===== src/rtl/wshb_stream_sink.sv =====
// Wishbone classic slave that sinks 32-bit pixel writes into a first-word-fall-through FIFO
// and replays them as a valid/ready pixel stream with start-of-frame / end-of-line markers.
module wshb_stream_sink #(
    parameter int DEPTH = 16,
    parameter int HDISP = 800,
    parameter int VDISP = 480
) (
    input  logic        sys_clk,
    input  logic        sys_rst_n,
    input  logic        wb_cyc,
    input  logic        wb_stb,
    input  logic        wb_we,
    input  logic [31:0] wb_adr,
    input  logic [3:0]  wb_sel,
    input  logic [31:0] wb_dat_ms,
    output logic [31:0] wb_dat_sm,
    output logic        wb_ack,
    output logic        wb_err,
    output logic        wb_rty,
    output logic [31:0] out_data,
    output logic        out_valid,
    input  logic        out_ready,
    output logic        out_sof,
    output logic        out_eol
);
    localparam int AW = $clog2(DEPTH);
    localparam int LW = AW + 1;
    localparam int XW = (HDISP > 1) ? $clog2(HDISP) : 1;
    localparam int YW = (VDISP > 1) ? $clog2(VDISP) : 1;
    localparam logic [XW-1:0] X_LAST     = XW'(HDISP - 1);
    localparam logic [YW-1:0] Y_LAST     = YW'(VDISP - 1);
    localparam logic [LW-1:0] LEVEL_FULL = LW'(DEPTH);

    logic [31:0]   mem [DEPTH];
    logic [AW-1:0] wr_ptr;
    logic [AW-1:0] rd_ptr;
    logic [LW-1:0] level;
    logic [XW-1:0] x;
    logic [YW-1:0] y;
    logic [15:0]   frames;

    logic req;
    logic is_ctrl;
    logic do_push;
    logic do_err;
    logic do_ctrl;
    logic do_read;
    logic do_flush;
    logic do_pop;
    logic unused_adr_bits;

    assign unused_adr_bits = ^{wb_adr[31:3], wb_adr[1:0]};

    // Free space is judged on the registered level only, so a same-cycle pop never frees a slot.
    always_comb begin
        req      = wb_cyc & wb_stb & ~wb_ack & ~wb_err;
        is_ctrl  = wb_adr[2];
        do_err   = req & wb_we & ~is_ctrl & (wb_sel != 4'hF);
        do_push  = req & wb_we & ~is_ctrl & (wb_sel == 4'hF) & (level < LEVEL_FULL);
        do_ctrl  = req & wb_we & is_ctrl;
        do_read  = req & ~wb_we;
        do_flush = do_ctrl & wb_dat_ms[0];
        do_pop   = out_valid & out_ready & ~do_flush;
    end

    always_comb begin
        out_valid = (level != '0);
        out_data  = mem[rd_ptr];
        out_sof   = out_valid & (x == '0) & (y == '0);
        out_eol   = out_valid & (x == X_LAST);
        wb_rty    = 1'b0;
    end

    // NOTE: sequential state is always assigned with <= so every register samples pre-edge values.
    always_ff @(posedge sys_clk) begin
        if (!sys_rst_n) begin
            wb_ack    <= 1'b0;
            wb_err    <= 1'b0;
            wb_dat_sm <= '0;
        end else begin
            wb_ack <= do_push | do_ctrl | do_read;
            wb_err <= do_err;
            if (do_read) begin
                wb_dat_sm <= {frames, 16'(level)};
            end
        end
    end

    always_ff @(posedge sys_clk) begin
        if (!sys_rst_n) begin
            wr_ptr <= '0;
            rd_ptr <= '0;
            level  <= '0;
        end else if (do_flush) begin
            wr_ptr <= '0;
            rd_ptr <= '0;
            level  <= '0;
        end else begin
            if (do_push) begin
                wr_ptr <= wr_ptr + AW'(1);
            end
            if (do_pop) begin
                rd_ptr <= rd_ptr + AW'(1);
            end
            case ({do_push, do_pop})
                2'b10:   level <= level + LW'(1);
                2'b01:   level <= level - LW'(1);
                default: level <= level;
            endcase
        end
    end

    // NOTE: the storage array has no reset; pointers and level alone define what is valid.
    always_ff @(posedge sys_clk) begin
        if (do_push) begin
            mem[wr_ptr] <= wb_dat_ms;
        end
    end

    // Raster position of the head pixel; frames survives a flush.
    always_ff @(posedge sys_clk) begin
        if (!sys_rst_n) begin
            x      <= '0;
            y      <= '0;
            frames <= '0;
        end else if (do_flush) begin
            x <= '0;
            y <= '0;
        end else if (do_pop) begin
            if (x == X_LAST) begin
                x <= '0;
                if (y == Y_LAST) begin
                    y      <= '0;
                    frames <= frames + 16'd1;
                end else begin
                    y <= y + YW'(1);
                end
            end else begin
                x <= x + XW'(1);
            end
        end
    end
endmodule

===== config.mk =====
export PLATFORM = sky130hd
export DESIGN_NAME = wshb_stream_sink
export DESIGN_NICKNAME = d
export VERILOG_FILES = /design/src/rtl/wshb_stream_sink.sv
export SDC_FILE = /design/constraint.sdc
export NUM_CORES = 1
export LEC_CHECK = 0
export ABC_AREA = 1
export CORE_MARGIN = 1
export CORE_UTILIZATION = 55
export CTS_BUF_LIST = sky130_fd_sc_hd__clkbuf_4 sky130_fd_sc_hd__clkbuf_8 sky130_fd_sc_hd__clkbuf_16
export CTS_CLUSTER_SIZE = 8
export DETAILED_ROUTE_END_ITERATION = 12
export PLACE_DENSITY = 0.75
export SLEW_MARGIN = 15
export SYNTH_ARGS = -nofsm -noshare
export SYNTH_HDL_FRONTEND = slang
export SYNTH_SLANG_ARGS = --single-unit

===== constraint.sdc =====
create_clock -name sys_clk -period 3.2 [get_ports sys_clk]
set_input_delay 0.32 -clock sys_clk [delete_from_list [all_inputs] [get_ports sys_clk]]
set_output_delay 0.32 -clock sys_clk [all_outputs]
set_load 0.01 [all_outputs]

After elaboration in Yosys (flattened, before gate mapping)
Memory sizes are Yosys's and may differ from the RTL's. A register that Yosys moved wholly into a read port is not among the register bits. Cells that the tools add are included.

Bits in registers: 71. RAM bits: 512. Bits of input ports: 74. Output and inout bits: 70. Memories: 1.

$add $sub $neg: 7. Order comparisons: 1. Equality and inequality tests: 6. Mux-type cells: 7. Bitwise gates (word level): 24. Reductions and logical operators: 7.

Memories: mem (depth 16, bits a word 32, rd ports 1, clocked after Yosys merged registers in 1, wr ports 1, RTL line 34) `logic [31:0] mem [DEPTH];`.

Operators with widths (count): $add 16x1->16 const B (1); $and 1x1->1 (16); $add 10x1->10 const B (1); $eq 10x10->1 const B (1); $logic_not 10->1 (1); $mux 10 (1); $pmux 5 s2 (1); $add 9x1->9 const B (1); $eq 9x9->1 const B (1); $logic_not 9->1 (1); $mux 9 (1); $add 4x1->4 const B (2); $mux 4 (2); $not 1->1 (6); $add 5x1->5 const B (1); $lt 5x5->1 const B (1); $reduce_bool 5->1 (1); $sub 5x1->5 const B (1); $eq 4x4->1 const B (1); $ne 4x4->1 const B (1); $reduce_and 4->1 (1); $eq 2x1->1 const B (1); $eq 2x2->1 const B (1); $mux 1 (2); other kinds (4) (5).

Depth between registers and ports, before layout
Gate-level depths: netlist of the first run.

Depth after elaboration: 10. Gate-level depth with buffers: 17. Depth with buffers taken out: 16.

Worst setup path before layout of the first run
Ideal clock, no wire load.

Kind: reg2reg. Start point: register wb_ack. End point: memory mem[11][0], enable pin. Library setup time: 0.421 ns. Data arrival time: 2.418 ns. Required time: 2.779 ns. Slack: 0.361 ns. Stages on the path, launching flop included: 8. Buffers on the path: 0. Clock period less this slack: 2.839 ns. Cells stage by stage: dfxtp_1 -> nor2_1 -> nand4_1 -> inv_1 -> nand2_1 -> inv_1 -> nand3_1 -> nor2_1.

Cells in the longest elaborated chain, start to end: 9.

RTL lines: from (decl) (RTL line 17) `output logic wb_ack,`; from (signal assigned) (RTL line 81) `wb_ack <= do_push | do_ctrl | do_read;`; $not 1->1 (RTL line 56) `req = wb_cyc & wb_stb & ~wb_ack & ~wb_err;`; $and 1x1->1 (2 in a row) (RTL line 56); $and 1x1->1 (4 in a row) (RTL line 59) `do_push = req & wb_we & ~is_ctrl & (wb_sel == 4'hF) & (level < LEVEL_FULL);`; $mux 1 (RTL line 115) `if (do_push) begin`; $mux 1 (not written as such) (RTL line 116) `mem[wr_ptr] <= wb_dat_ms;`; to (decl) (RTL line 34).

Every way passes these cells.

==> results.json, run 1 <==
{
  "status": "completed",
  "clockRootBuffer": "clkbuf_16",
  "setup_viol": 0,
  "drt-total-wl_um": 57940,
  "hold_violations": 0,
  "syn_inst": 2075,
  "dp_slack_ns": 0.1692,
  "final_cells": 2811,
  "synth_top_area_cell": "edfxtp_1",
  "multi_input_comb_area_um2": 6429,
  "synth_edf_count": 512,
  "path_class": "reg2out",
  "grt_max_degree": 114,
  "top_layer": "met4",
  "grt_first_pass_wirelength_um": 89960,
  "finalWorstSetupSlack_ns": 0.1329,
  "post-route-period-util_pct": 95.85,
  "clk_pin_slew_ns": 0.05,
  "synth_common_cells": "edfxtp_1, nor2_1, o21ai_0",
  "syn_area_per_cell_um2": 11.63,
  "placed_cells": 2700,
  "synth_ff_type": "edfxtp_1",
  "layout-drive-gt1-share_pct": 9.933,
  "drt_iter0_markers": 1652,
  "crit_path_end_kind": "output pin",
  "num-fill-cells": 3128,
  "required_ns": 2.88,
  "gp_congestion": 0.8850,
  "post-route-min-period_ns": 3.067,
  "die_w_um": 211.5,
  "drc_errors": 0,
  "wl_met3_um": 4092,
  "drtPass1Iterations": 5,
  "vias": 16500,
  "skew_ns": 0.01887,
  "htree_levels": 3,
  "insertion_delay_ns": 0.60,
  "yosys_warnings": 0,
  "netlist.area_leader.share_pct": 63.70,
  "vias_per_cell": 5.870,
  "syn_area_um2": 24130,
  "regArea_um2": 16890,
  "power_density_nw_per_um2": 740.3,
  "yosysMostFrequentCell": "edfxtp_1",
  "ios": 144,
  "max_freq_mhz": 326.0,
  "routedWlPerCell_um": 20.61,
  "fin_tns_setup_ns": 0,
  "leakage_nw": 9.489,
  "r2r_cells": 15,
  "start_kind": "flop",
  "antenna_found_initial": 1,
  "synthToLayoutAreaGrowth_pct": 17.66,
  "ys_async_sr_fraction_pct": 0,
  "layout.nets": 2290,
  "synthTopCellsByArea": "edfxtp_1, nor2_1, dfxtp_1, o21ai_0, o211ai_1",
  "design.core.area_um2": 43170,
  "overflow": 0,
  "m1WireLength_um": 23570,
  "min_path_type": "in2reg",
  "clock-sinks": 587,
  "hpwl_um": 31300,
  "cp_max_fo": 105,
  "cts_tree": "yes",
  "max_cap_viol_count": 0,
  "grt_usage_pct": 26.25,
  "die_h_um": 211.5,
  "postRouteAntennaNets": 0,
  "synth_seq_area_share_pct": 69.93,
  "finalPower_mw": 21.02,
  "cts_buffer_depth": 3,
  "rows": 76,
  "grt_pass1_vias": 16660,
  "fp.dieArea_um2": 44720,
  "maxSlewHeadroom_pct": 57.39,
  "peakVddDrop_mv": 0.5189,
  "synth-seq-cells": 587,
  "io_buffers": 100,
  "hold_depth": 4,
  "fin_area_um2": 28400,
  "worstMarginPinSlew_ns": 0.6371,
  "cts_buffers": 83,
  "final_max_slew_viol_count": 0,
  "placed_cell_area_um2": 26030,
  "initial_utilization_pct": 55.90,
  "cp.arrival_ns": 2.75,
  "synth_cell_types": 44,
  "dr_wl_met2_um": 28750
}
[power breakdown]
| group | internal [mW] | switching, mW | leakage, nW |
|---|---|---|---|
| combinational | 1.75 | 2.88 | 3.13 |
| clock | 4.84 | 3.01 | 1.15 |
| sequential | 8.41 | 0.138 | 5.21 |
| total | 15.0 | 6.02 | 9.49 |
[through the flow]
stage / utilization, % / hold slack, ns
2_1_floorplan: - / 0.4189
3_3_place_gp: 60.28 / 0.4677
3_5_place_dp: 60.28 / 0.4785
4_1_cts: 65.69 / 0.4328
5_1_grt: 65.77 / 0.4660
6_report: 65.77 / 0.4536
[routing by layer]
metal	GRT usage, %	vias up
met5	0	-
met4	10.04	0
met3	4.614	123
met2	43.99	662
met1	34.24	8103
li1	-	7612
[state kept, by name, summed over array words and instances, names as in the netlist, named ones only]
name       count
mem          512
wb_dat_sm     21
frames        16
x             10
y              9
level          5
rd_ptr         4
wr_ptr         4
wb_ack         1
wb_err         1
[layout make-up]
type	instances	share of cell area (%)
Antenna cell	1	0.008813
Clock buffer	102	7.878
Sequential cell	587	59.48
Multi-Input combinational cell	1296	22.64
Clock inverter	6	0.2468
Inverter	71	1.049
Timing Repair Buffer	163	6.125
Tap cell	585	2.578
[worst max-delay path, stage by stage (launching register included)]
cell and delay, ns:
dfxtp_4 0.46, buf_12 0.35, o21ai_0 0.16, o211ai_1 0.21
o211ai_1 0.18, nand2_1 0.16, clkdlybuf4s50_1 0.55
[repair_timing]
action / CTS / global route
resized for setup: 1 / 4
hold buffers: 0 / 0
setup endpoints to repair: 16 / 10
buffers inserted: 1 / 1
[kinds of logic (layout without fill, tap and decap cells)]
family	after synthesis	in the layout	share of synthesized area (%)
simple gates	750	750	12.81
flops	587	587	69.93
compound gates	505	505	11.87
buf+inv	203	342	4.106
xor+xnor	15	15	0.5443
fa+ha+maj	14	14	0.7258
other cells	1	13	0.01554
[cell usage in the layout, fill, tap and decap left out, types with 2 or more instances in the layout]
master / n
edfxtp_1: 512
nor2_1: 448
o21ai_0: 283
nand2_1: 171
o211ai_1: 128
clkdlybuf4s50_1: 100
clkbuf_16: 84
nand3_1: 75
dfxtp_1: 71
inv_1: 62
a21oi_1: 51
buf_4: 40
o21ai_1: 36
buf_12: 20
nor2_4: 19
clkbuf_4: 18
ha_1: 14
conb_1: 12
nand4_1: 10
xor2_1: 10
nor2_2: 7
inv_2: 5
xnor2_1: 5
nor3_1: 4
inv_6: 4
nand3_4: 3
dfxtp_4: 3
nor4_1: 2
clkinv_1: 2
a211oi_1: 2
nand2_2: 2
o21bai_1: 2
nand3_2: 2
buf_6: 2
[path summary, 6_finish.rpt]
| kind | startpoint | slack (ns) | to |
|---|---|---|---|
| worst min-delay path | wb_sel[0] | 0.45 | wb_err |
| worst max-delay path | flop | 0.13 | out_data[26] |
| worst min register to register | y[3] | 0.48 | y[3] |
| worst max register to register | level[4] | 0.43 | level[4] |
Power figures use the tool's default switching activity.
==> run 2: changes to the inputs <==
Settings changed: CORE_UTILIZATION 55 to 54, PLACE_DENSITY 0.75 to 0.76.
Clock period 3.2 ns to 2.6 ns, I/O delays scaled along.
==> run 2 against run 1 <==
Compared with the run above: the run now ends with negative setup slack left; via count up 5.0%; critical path depth up 2; largest power group unchanged; global-route usage up 2.2 points; worst hold slack worse by 0.077 ns; clock power up 25%; non-clock buffer count up 45; final area up 4.1%; clock skew about the same; final cell count up 1.9%.
==> results.json, run 2 (synthesized netlist as in run 1, its figures left out) <==
{
  "cp.arrival_ns": 2.35,
  "die_w_um": 213.4,
  "layout.nets": 2339,
  "finalPower_mw": 27.72,
  "gp_congestion": 0.8327,
  "top_register": "mem",
  "utilization_pct": 66.98,
  "p_clk_share_pct": 35.4,
  "max_cap_viol_count": 0,
  "final_max_slew_viol_count": 0,
  "r2r_start": "wb_ack",
  "post-route-min-period_ns": 2.605,
  "hold_violations": 0,
  "rsz0062_at_grt": "yes",
  "design.core.area_um2": 44120,
  "skew_ns": 0.01914,
  "num-fill-cells": 3078,
  "grt_usage_pct": 28.42,
  "pwr-share-seq_pct": 37.7,
  "cts_buffers": 83,
  "io_buffers": 100,
  "postRouteAntennaNets": 0,
  "drt_iter0_markers": 2018,
  "final_cell_mix": "edfxtp_1, nor2_1, o21ai_0",
  "cp_max_fo": 20,
  "layout-drive-gt1-share_pct": 14.66,
  "routedWlPerCell_um": 22.61,
  "drt-total-wl_um": 64750,
  "regArea_um2": 16890,
  "start_kind": "flop",
  "post-route-period-util_pct": 100.2,
  "multi_input_comb_area_um2": 6555,
  "top_regs": "mem: 512 flops, wb_dat_sm: 21 flops, frames: 16 flops",
  "initial_utilization_pct": 54.70,
  "insertion_delay_ns": 0.62,
  "worstHoldStart": "wb_sel[0]",
  "required_ns": 2.34,
  "min_path_type": "in2reg",
  "crit_path_end_kind": "output pin",
  "grt_first_pass_wirelength_um": 96790,
  "maxSlewHeadroom_pct": 52.26,
  "vias": 17320,
  "max_freq_mhz": 383.8,
  "die_h_um": 213.4,
  "largest_reg_flops": 512,
  "r2r_end": "mem[0][8]",
  "hold_depth": 4,
  "synthToLayoutAreaGrowth_pct": 22.46,
  "worstMarginPinSlew_ns": 0.7139,
  "drc_errors": 0,
  "clock-sinks": 587,
  "final_common_cell": "edfxtp_1",
  "fp.dieArea_um2": 45540,
  "power_density_nw_per_um2": 937.9,
  "finalWorstSetupSlack_ns": -0.005483,
  "clockRootBuffer": "clkbuf_16",
  "grt_pass1_vias": 17540,
  "cts_tree": "yes",
  "vias_per_cell": 6.049,
  "r2r_cells": 9,
  "antenna_found_initial": 0,
  "combPwrFrac_pct": 27.0,
  "peakVddDrop_mv": 0.4808,
  "ios": 144,
  "diodes": 0,
  "drtPass1Iterations": 7,
  "holdBufCountCts": 0,
  "path_class": "reg2out",
  "cts_buffer_depth": 3,
  "rows": 77,
  "grt_max_degree": 54,
  "hpwl_um": 31290,
  "setup_viol": 1,
  "leakage_nw": 10.05,
  "htree_levels": 3,
  "min_to": "wb_err",
  "sw_frac_of_total_pct": 30.50,
  "overflow": 0,
  "violations": "negative setup slack",
  "r2r_setup_slack_ns": 0.37,
  "p_int_mw": 19.26,
  "clk_pin_slew_ns": 0.05,
  "p_sw_mw": 8.455,
  "status": "finished with violations"
}
-- run 2: cell count changes in the layout (fill, tap and decap cells not counted), moves of 6 or more --
cell / previous run / this run
buf_12: 20 / 31
buf_16: 0 / 21
buf_2: 0 / 16
buf_6: 2 / 8
clkbuf_2: 0 / 7
clkdlybuf4s50_1: 100 / 66
nor2_1: 448 / 420
nor2_2: 7 / 29
nor2_4: 19 / 25
o21ai_0: 283 / 234
o21ai_1: 36 / 82
-- run 2: timing repair --
action	CTS	global route
setup endpoints to repair	33	32
cloned	20	6
buffers inserted	14	10
pin swaps	28	46
resized for setup	157	95
-- run 2: metrics by stage --
stage | TNS, ns | instance area, um2 | hold slack (ns) | cells | setup WS (ns)
after floorplan | -101.64 | 24180 | 0.3589 | 2086 | -0.2387
after global placement | 0 | 26270 | 0.4659 | 2713 | 0.007855
after detailed placement | -0.6061 | 26270 | 0.4684 | 2713 | -0.03440
after CTS | -0.4119 | 29350 | 0.3528 | 2853 | -0.1069
after global routing | -0.6099 | 29560 | 0.3964 | 2864 | -0.09289
final | -0.005483 | 29560 | 0.3763 | 2864 | -0.005483
-- run 2: power groups by stage --
stage          Combinational [mW]  Sequential, mW  Clock (mW)
2_1_floorplan                3.78            10.6           0
5_1_grt                      8.01            10.4        10.3
4_1_cts                      7.01            10.5        9.80
3_5_place_dp                 5.71            10.6           0
3_3_place_gp                 5.58            10.6           0
6_report                     7.47            10.4        9.80
-- run 2: critical path: stages (launching register included) --
cell and delay (ns):
dfxtp_4 0.37, buf_12 0.20, buf_6 0.16, buf_16 0.15, o21ai_1 0.10, o211ai_1 0.24
nand3_1 0.15, nand2_1 0.11, clkdlybuf4s15_2 0.23
-- run 2: routing by layer --
metal	GRT usage [%]	wire length [um]	share of wire, %
met1	35.92	24470	38
met2	47.57	32220	50
met3	5.375	5998	9.3
met4	13.33	2068	3.2
met5	0	0	0
-- run 2: how the worst max path moves through the flow --
stage | to | slack, ns
global route | out_data[1] | -0.09
finish | out_data[31] | -0.005
detailed placement | level[4] | -0.03
CTS | out_data[29] | -0.11
floorplan | mem[11][0] | -0.24
global placement | level[4] | 0.008
-- run 2: cell type report --
type / instances / area share [%]
clock buffer: 99 / 7.434
clock inverter: 7 / 0.4276
inverter: 71 / 1.008
multi-input combinational: 1296 / 22.18
sequential: 587 / 57.14
tap: 592 / 2.506
timing repair buffer: 208 / 9.152
timing repair inverter: 4 / 0.1524
